**src/rtl/fp_mul_operand_queue_if.sv**
```systemverilog
// Handshake bundle between operand producer, the operand queue and the FP multiplier.
// The slave modport is the queue's view; master is the surrounding environment.
interface fp_mul_operand_queue_if #(
  parameter int unsigned N     = 32,
  parameter int unsigned DEPTH = 4
);
  localparam int unsigned CW = $clog2(DEPTH) + 1;

  logic          flush;
  logic          in_valid;
  logic          in_ready;
  logic [N-1:0]  in_a;
  logic [N-1:0]  in_b;
  logic          out_valid;
  logic          out_ready;
  logic [N-1:0]  out_a;
  logic [N-1:0]  out_b;
  logic [2:0]    out_cls_a;
  logic [2:0]    out_cls_b;
  logic          out_special;
  logic [CW-1:0] count;

  modport master (
    output flush, in_valid, in_a, in_b, out_ready,
    input  in_ready, out_valid, out_a, out_b, out_cls_a, out_cls_b, out_special, count
  );

  modport slave (
    input  flush, in_valid, in_a, in_b, out_ready,
    output in_ready, out_valid, out_a, out_b, out_cls_a, out_cls_b, out_special, count
  );
endinterface

```
**src/rtl/fp_mul_operand_queue.sv**
```systemverilog
// Show-ahead operand FIFO feeding the FP multiplier; each operand is classified
// (normal/zero/inf/NaN/subnormal) at enqueue and the tag travels with the entry.
module fp_mul_operand_queue #(
  parameter int unsigned N     = 32,
  parameter int unsigned DEPTH = 4
) (
  input logic                    clk,
  input logic                    rst,
  fp_mul_operand_queue_if.slave  bus
);
  localparam int unsigned M  = (N == 64) ? 52 : 23;
  localparam int unsigned E  = N - 1 - M;
  localparam int unsigned AW = $clog2(DEPTH);
  localparam int unsigned CW = AW + 1;

  localparam logic [2:0] ClsNormal = 3'b000;
  localparam logic [2:0] ClsZero   = 3'b001;
  localparam logic [2:0] ClsInf    = 3'b010;
  localparam logic [2:0] ClsNan    = 3'b011;
  localparam logic [2:0] ClsSub    = 3'b100;

  function automatic logic [2:0] classify(input logic [N-1:0] x);
    logic [E-1:0] ex;
    logic [M-1:0] ma;
    ex = x[N-2:M];
    ma = x[M-1:0];
    if (ex == '0) begin
      return (ma == '0) ? ClsZero : ClsSub;
    end else if (&ex) begin
      return (ma == '0) ? ClsInf : ClsNan;
    end
    return ClsNormal;
  endfunction

  logic [N-1:0]  mem_a_q   [DEPTH];
  logic [N-1:0]  mem_b_q   [DEPTH];
  logic [2:0]    mem_ca_q  [DEPTH];
  logic [2:0]    mem_cb_q  [DEPTH];
  logic [AW-1:0] wr_ptr_q;
  logic [AW-1:0] rd_ptr_q;
  logic [CW-1:0] cnt_q;

  logic       push;
  logic       pop;
  logic [2:0] in_cls_a;
  logic [2:0] in_cls_b;

  always_comb begin
    in_cls_a = classify(bus.in_a);
    in_cls_b = classify(bus.in_b);
  end

  assign bus.in_ready  = (cnt_q != CW'(DEPTH));
  assign bus.out_valid = (cnt_q != '0);
  assign bus.count     = cnt_q;
  assign bus.out_a     = mem_a_q[rd_ptr_q];
  assign bus.out_b     = mem_b_q[rd_ptr_q];
  assign bus.out_cls_a = mem_ca_q[rd_ptr_q];
  assign bus.out_cls_b = mem_cb_q[rd_ptr_q];
  assign bus.out_special = bus.out_valid &&
                           (mem_ca_q[rd_ptr_q] != ClsNormal || mem_cb_q[rd_ptr_q] != ClsNormal);

  // in_ready is derived from count alone, so a full queue refuses a push even on a pop cycle.
  assign push = bus.in_valid && bus.in_ready && !bus.flush;
  assign pop  = bus.out_valid && bus.out_ready && !bus.flush;

  always_ff @(posedge clk or posedge rst) begin
    if (rst) begin
      wr_ptr_q <= '0;
      rd_ptr_q <= '0;
      cnt_q    <= '0;
      for (int i = 0; i < int'(DEPTH); i++) begin
        mem_a_q[i]  <= '0;
        mem_b_q[i]  <= '0;
        mem_ca_q[i] <= '0;
        mem_cb_q[i] <= '0;
      end
    end else if (bus.flush) begin
      wr_ptr_q <= '0;
      rd_ptr_q <= '0;
      cnt_q    <= '0;
    end else begin
      if (push) begin
        mem_a_q[wr_ptr_q]  <= bus.in_a;
        mem_b_q[wr_ptr_q]  <= bus.in_b;
        mem_ca_q[wr_ptr_q] <= in_cls_a;
        mem_cb_q[wr_ptr_q] <= in_cls_b;
        wr_ptr_q           <= wr_ptr_q + AW'(1);
      end
      if (pop) begin
        rd_ptr_q <= rd_ptr_q + AW'(1);
      end
      if (push && !pop) begin
        cnt_q <= cnt_q + CW'(1);
      end else if (pop && !push) begin
        cnt_q <= cnt_q - CW'(1);
      end
    end
  end
endmodule

```
**src/flat_wrapper.sv**
```systemverilog
// flat-port wrapper written by rule: the top's interface ports become plain ports
module fp_mul_operand_queue_flat 
#(
  parameter int unsigned N     = 32,
  parameter int unsigned DEPTH = 4
)
  (clk, rst, bus_flush, bus_in_valid, bus_in_a, bus_in_b, bus_out_ready, bus_in_ready, bus_out_valid, bus_out_a, bus_out_b, bus_out_cls_a, bus_out_cls_b, bus_out_special, bus_count);
  fp_mul_operand_queue_if #(.N(N), .DEPTH(DEPTH)) bus_i ();
  input logic clk;
  input logic rst;
  input wire logic [$bits(bus_i.flush)-1:0] bus_flush;
  input wire logic [$bits(bus_i.in_valid)-1:0] bus_in_valid;
  input wire logic [$bits(bus_i.in_a)-1:0] bus_in_a;
  input wire logic [$bits(bus_i.in_b)-1:0] bus_in_b;
  input wire logic [$bits(bus_i.out_ready)-1:0] bus_out_ready;
  output wire logic [$bits(bus_i.in_ready)-1:0] bus_in_ready;
  output wire logic [$bits(bus_i.out_valid)-1:0] bus_out_valid;
  output wire logic [$bits(bus_i.out_a)-1:0] bus_out_a;
  output wire logic [$bits(bus_i.out_b)-1:0] bus_out_b;
  output wire logic [$bits(bus_i.out_cls_a)-1:0] bus_out_cls_a;
  output wire logic [$bits(bus_i.out_cls_b)-1:0] bus_out_cls_b;
  output wire logic [$bits(bus_i.out_special)-1:0] bus_out_special;
  output wire logic [$bits(bus_i.count)-1:0] bus_count;
  assign bus_i.flush = bus_flush;
  assign bus_i.in_valid = bus_in_valid;
  assign bus_i.in_a = bus_in_a;
  assign bus_i.in_b = bus_in_b;
  assign bus_i.out_ready = bus_out_ready;
  assign bus_in_ready = bus_i.in_ready;
  assign bus_out_valid = bus_i.out_valid;
  assign bus_out_a = bus_i.out_a;
  assign bus_out_b = bus_i.out_b;
  assign bus_out_cls_a = bus_i.out_cls_a;
  assign bus_out_cls_b = bus_i.out_cls_b;
  assign bus_out_special = bus_i.out_special;
  assign bus_count = bus_i.count;
  fp_mul_operand_queue #(.N(N), .DEPTH(DEPTH)) u_core (.clk(clk), .rst(rst), .bus(bus_i));
endmodule
```
**config.mk**
```make
export PLATFORM = sky130hd
export DESIGN_NAME = fp_mul_operand_queue_flat
export DESIGN_NICKNAME = d
export VERILOG_FILES = /design/src/rtl/fp_mul_operand_queue_if.sv /design/src/rtl/fp_mul_operand_queue.sv /design/src/flat_wrapper.sv
export SDC_FILE = /design/constraint.sdc
export NUM_CORES = 1
export LEC_CHECK = 0
export ABC_CLOCK_PERIOD_IN_PS = 25800
export CORE_ASPECT_RATIO = 0.6
export CORE_MARGIN = 1
export CORE_UTILIZATION = 45
export DETAILED_ROUTE_END_ITERATION = 16
export GPL_ROUTABILITY_DRIVEN = 0
export PLACE_DENSITY = 0.65
export SYNTH_ARGS = -nofsm -noshare
export SYNTH_HDL_FRONTEND = slang
export SYNTH_SLANG_ARGS = --single-unit
export TNS_END_PERCENT = 1
```
**constraint.sdc**
```tcl
create_clock -name clk -period 25.8 [get_ports clk]
set_input_delay 3.87 -clock clk [delete_from_list [all_inputs] [get_ports clk]]
set_output_delay 3.87 -clock clk [all_outputs]
set_load 0.1 [all_outputs]
```
==> results of run 1 <==
-- worst max-delay path by stage --
stage	startpoint	to
detailed placement	u_core.rd_ptr_q[0]	bus_out_special
CTS	u_core.rd_ptr_q[0]	bus_out_special
global route	u_core.rd_ptr_q[0]	bus_out_special
global placement	u_core.rd_ptr_q[0]	bus_out_special
finish	u_core.rd_ptr_q[0]	bus_out_special
floorplan	rst	u_core.bus.count[0]
-- critical path, delay by kind of cell, from the launching register on --
family	cells	cell delay [ns]
flops	1	0.77
compound gates	1	0.29
buf+inv	2	1.82
mux	1	0.62
-- layer usage --
metal	vias up	global-route usage
met3	41	0.0354
met4	0	0.0424
met1	3803	0.321
met5	-	0
li1	3188	-
met2	132	0.290
-- flip-flops by register name, summed over array words and instances, names as in the netlist --
register,cells
u_core.mem_b_q,128
u_core.mem_ca_q,12
u_core.rd_ptr_q,2
u_core.mem_cb_q,12
u_core.bus.count,3
u_core.wr_ptr_q,2
u_core.mem_a_q,128
-- kinds of logic (layout without fill, tap and decap cells) --
family | Yosys count | in the layout
mux | 344 | 344
flops | 287 | 287
simple gates | 58 | 58
buf+inv | 57 | 214
compound gates | 18 | 18
fa+ha+maj | 7 | 7
xor+xnor | 3 | 3
other cells | 0 | 1
-- cell usage after synthesis (3+ instances only) --
| cell | n |
|---|---|
| nand4b_1 | 4 |
| nand4_1 | 4 |
| nor4_1 | 14 |
| nor3_1 | 5 |
| nand3_1 | 3 |
| buf_2 | 11 |
| clkbuf_1 | 5 |
| mux4_2 | 70 |
| nand2_1 | 13 |
| ha_1 | 6 |
| dfrtp_1 | 287 |
| a21boi_0 | 4 |
| inv_1 | 7 |
| nor2_1 | 4 |
| mux2_2 | 273 |
| buf_1 | 3 |
| o21ai_0 | 10 |
| buf_4 | 30 |
-- cell type report --
class	instances	area, sq um	area share
Multi-Input combinational cell	430	5230	0.339
Tap cell	367	459	0.0297
Timing Repair Buffer	156	1540	0.100
Sequential cell	287	7190	0.465
Clock inverter	12	144	0.00932
Inverter	7	33.8	0.00219
Antenna cell	1	2.50	0.000162
Clock buffer	39	843	0.0546
-- through the flow --
step / hold WS, ns / cells
final: 0.485 / 1299
after global routing: 0.510 / 1298
after CTS: 0.486 / 1298
after detailed placement: 0.472 / 1247
after global placement: 0.457 / 1247
after floorplan: 0.445 / 774
==> out/qor.yml, run 1 <==
clock_tree:
  postCtsHoldBufs: 0
  h-tree-depth: 1
  clk_latency_ns: 0.55
  post_cts_resized: 0
  root_buffer: "clkbuf_16"
  cts_buffer_depth: 3
  clkSinkCount: 287
  cts_setup_buffers: 0
  clk_pin_slew_ns: 0.06
  cts_buffers: 28
  cts_tree: "built"
drt:
  totalWireLength_um: 27900
  via_count: 7164
  drc: 0
  ant_nets: 0
  highest_layer: "met4"
  wl_met3_um: 1080
  drtPass1Iterations: 6
  met1_length_um: 14100
  route.met2.wl_um: 12100
  vias_per_cell: 5.52
  first_iter_violations: 458
  routedWlPerCell_um: 21.4
grt:
  grt_max_degree: 171
  grt_overflow_total: 0
  antenna_found_initial: 1
  grt_pass1_vias: 7745
  grt_pass1_wl_um: 45500
  grt_use_total: 0.202
die:
  fp.dieH_um: 132
  row_count: 47
  core_sq_mm: 0.0277
  dieArea_sq_mm: 0.0291
  start_util: 0.461
  dieWidth_um: 219
  boundaryPins: 145
sta:
  fin_crit_sh: 0.309
  fin_skew_ns: 0.0153
  max_freq_mhz: 126
  finalWorstSetupSlack_ns: 17.84
  rsz0062_at_grt: "no"
  tightestPinTransition_ns: 1.06
  slew_headroom: 0.290
  hold_viol: 0
  min_period_ns: 7.96
  slew_viol_final: 0
  setup_viol: 0
  finalSetupTns_ns: 0
synth:
  synth_top_cell_area_share: 0.563
  yosys.area_share.adder: 0.00745
  ys_warn_count: 0
  synth.avg_cell_area_sq_um: 16.5
  synthFlopType: "dfrtp_1"
  synth_largest_area_cell: "dfrtp_1"
  synthXorXnorAreaFrac: 0.00206
  synth-simple-area-share: 0.0262
  ys_top_cells_by_area: "dfrtp_1 (56%), mux2_2 (24%), mux4_2 (12%)"
  synth_seq_cells: 287
  synth_fp_nets: 850
  synth_compound_area_frac: 0.00892
  yosysUniqueCellTypes: 34
  synthMuxAreaShare: 0.365
  async_reset_ff_frac: 1.00
  synth_edf_count: 0
  synthCells: 774
  synth_top_family_by_area: "multiplexers"
  ys_seq_area_frac: 0.563
  syn_area_sq_mm: 0.0128
setup_path:
  max_stage_delay_ns: 0.98
  r2r-end: "u_core.mem_a_q[90]"
  start_kind: "flip-flop"
  worst_ep_required_time_ns: 21.93
  r2r_start: "u_core.bus.count[1]"
  cpMaxStageDelayCell: "clkdlybuf4s50_1"
  path_cells: "buf_4 > mux4_2 > o31a_1 > clkdlybuf4s50_1"
  r2r_slack_ns: 23.45
  worstSetupEndpointType: "output pin"
  cp_max_fo: 45
  r2r_cells: 4
  crit_type: "flip-flop to output pin"
  crit_arrival_ns: 4.09
min_path:
  hold_depth: 2
  hp-class: "flip-flop to flip-flop"
  hold_start: "u_core.mem_ca_q[7]"
  holdPathEnd: "u_core.mem_ca_q[7]"
layout:
  finalCoreUtilization: 0.558
  design_area_sq_mm: 0.0154
  syn2layout_area_growth_pct: 21.1
  drive_gt1_frac: 0.441
  final_cell_mix: "dfrtp_1 (285), mux2_2 (273), clkdlybuf4s50_1 (144)"
  nFillCells: 2224
  final_common_cell: "dfrtp_1"
  nets: 986
placement:
  dp_hpwl_um: 16900
  pre_cts_ws_ns: 18.30
  dpl-instance-area_sq_mm: 0.0145
  port_buffers: 144
job:
  max_cap_viol_count: 0
outcome:
  status: "finished clean"
Power of run 1 is left out: the tool's default activity adds up to more than one toggle a clock period on the data nets, which glitch-free logic cannot reach.
==> run 2, diff against run 1 <==
ABC_CLOCK_PERIOD_IN_PS = 8060   (was 25800)
clock period = 8.06 ns   (was 25.8 ns; I/O delays follow)
==> run 2 against run 1 <==
Effect of this change: wire length rose by 0.53%; global-route usage is 0.075 points higher; worst hold slack improved by 0.00065 ns; clock skew decreased by 0.0020 ns; cell count down 0.23%; utilization decreased by 0.27 points; non-clock buffer count increased by 1; register-to-register slack lost 19 ns; die area unchanged; critical path type unchanged; critical endpoint unchanged; highest routed layer unchanged.
==> out/qor.yml, run 2 (same netlist as run 1, synthesis figures left out) <==
outcome:
  status: "finished clean"
layout:
  seq_area_sq_mm: 0.00719
  final_cell_mix: "dfrtp_1 (285), mux2_2 (273), clkdlybuf4s50_1 (144)"
  syn2layout_area_growth_pct: 20.5
  multi_input_area_sq_mm: 0.00523
  nFillCells: 2244
  final_common_cell: "dfrtp_1"
  drive_gt1_frac: 0.438
  diodes: 0
  nets: 987
  top_regs: "u_core.mem_a_q (128), u_core.mem_b_q (128)"
  final-instance-count-excl-fill: 1296
  design_area_sq_mm: 0.0154
clock_tree:
  cts_buffer_depth: 3
  clkSinkCount: 287
  postCtsHoldBufs: 0
  clk_latency_ns: 0.55
  cts_tree: "built"
  clk_pin_slew_ns: 0.07
  post_cts_resized: 0
  h-tree-depth: 1
  cts_setup_buffers: 0
  cts_buffers: 28
  root_buffer: "clkbuf_16"
grt:
  grt_pass1_wl_um: 45500
  grt_pass1_vias: 7667
  grt_overflow_total: 0
  grt_max_degree: 171
  antenna_found_initial: 0
  grt_use_total: 0.203
die:
  boundaryPins: 145
  dieArea_sq_mm: 0.0291
  core_sq_mm: 0.0277
  fp.dieH_um: 132
  dieWidth_um: 219
  row_count: 47
  start_util: 0.461
sta:
  hold_viol: 0
  finalSetupTns_ns: 0
  tightestPinTransition_ns: 1.24
  min_period_ns: 5.26
  fin_skew_ns: 0.0133
  setup_viol: 0
  fin_crit_sh: 0.653
  slew_viol_final: 0
  rsz0062_at_grt: "no"
  slew_headroom: 0.170
  max_freq_mhz: 190
setup_path:
  worst_ep_required_time_ns: 6.85
  r2r_slack_ns: 4.94
  cp_max_fo: 46
  crit_arrival_ns: 4.05
  worstSetupEndpointType: "output pin"
  crit_type: "flip-flop to output pin"
  start_kind: "flip-flop"
drt:
  route.met2.wl_um: 11900
  first_iter_violations: 407
  vias_per_cell: 5.53
  via_count: 7169
  totalWireLength_um: 28000
  routedWlPerCell_um: 21.6
  wl_met3_um: 1160
  drtPass1Iterations: 4
  drc: 0
  met1_length_um: 14400
  highest_layer: "met4"
  ant_nets: 0
placement:
  dp_cells: 1248
  port_buffers: 144
  dp_hpwl_um: 17200
  dpl-instance-area_sq_mm: 0.0145
min_path:
  hp-class: "flip-flop to flip-flop"
job:
  max_cap_viol_count: 0
==> run 2: area by class of cell <==
class / count / area share
tap: 367 / 0.0299
inverter: 7 / 0.00195
multi-input combinational: 430 / 0.340
timing repair buffer: 157 / 0.101
sequential: 287 / 0.468
clock inverter: 8 / 0.00480
clock buffer: 40 / 0.0545
==> run 2: layer usage <==
layer / vias up / track usage
met4: 0 / 0.0417
li1: 3200 / -
met1: 3805 / 0.327
met3: 40 / 0.0384
met2: 124 / 0.283
met5: - / 0
==> run 2: path summary, 6_finish.rpt <==
| check | startpoint | to | cells past startpoint |
|---|---|---|---|
| worst max register to register | u_core.bus.count[1] | u_core.mem_a_q[115] | 4 |
| min in group asynchronous | rst | u_core.mem_a_q[73] | 3 |
| worst min-delay path | u_core.mem_cb_q[1] | u_core.mem_cb_q[1] | 2 |
| worst min register to register | u_core.mem_cb_q[1] | u_core.mem_cb_q[1] | 2 |
| max in group asynchronous | rst | u_core.rd_ptr_q[0] | 4 |
| worst max-delay path | u_core.rd_ptr_q[0] | bus_out_special | 4 |
==> run 2: per-stage QoR <==
stage	hold slack [ns]	util	worst slack, ns
after global placement	0.458	0.522	3.28
after floorplan	0.445	-	3.05
after detailed placement	0.472	0.522	3.28
final	0.485	0.555	2.80
after global routing	0.511	0.555	2.54
after CTS	0.485	0.555	2.69
==> run 2: critical path: stages, from the launching register on <==
cell and delay, ns:
dfrtp_4 0.76, buf_4 0.87, mux4_2 0.61, o31a_1 0.28, clkdlybuf4s50_1 0.96
Power of run 2 is left out for the same reason.
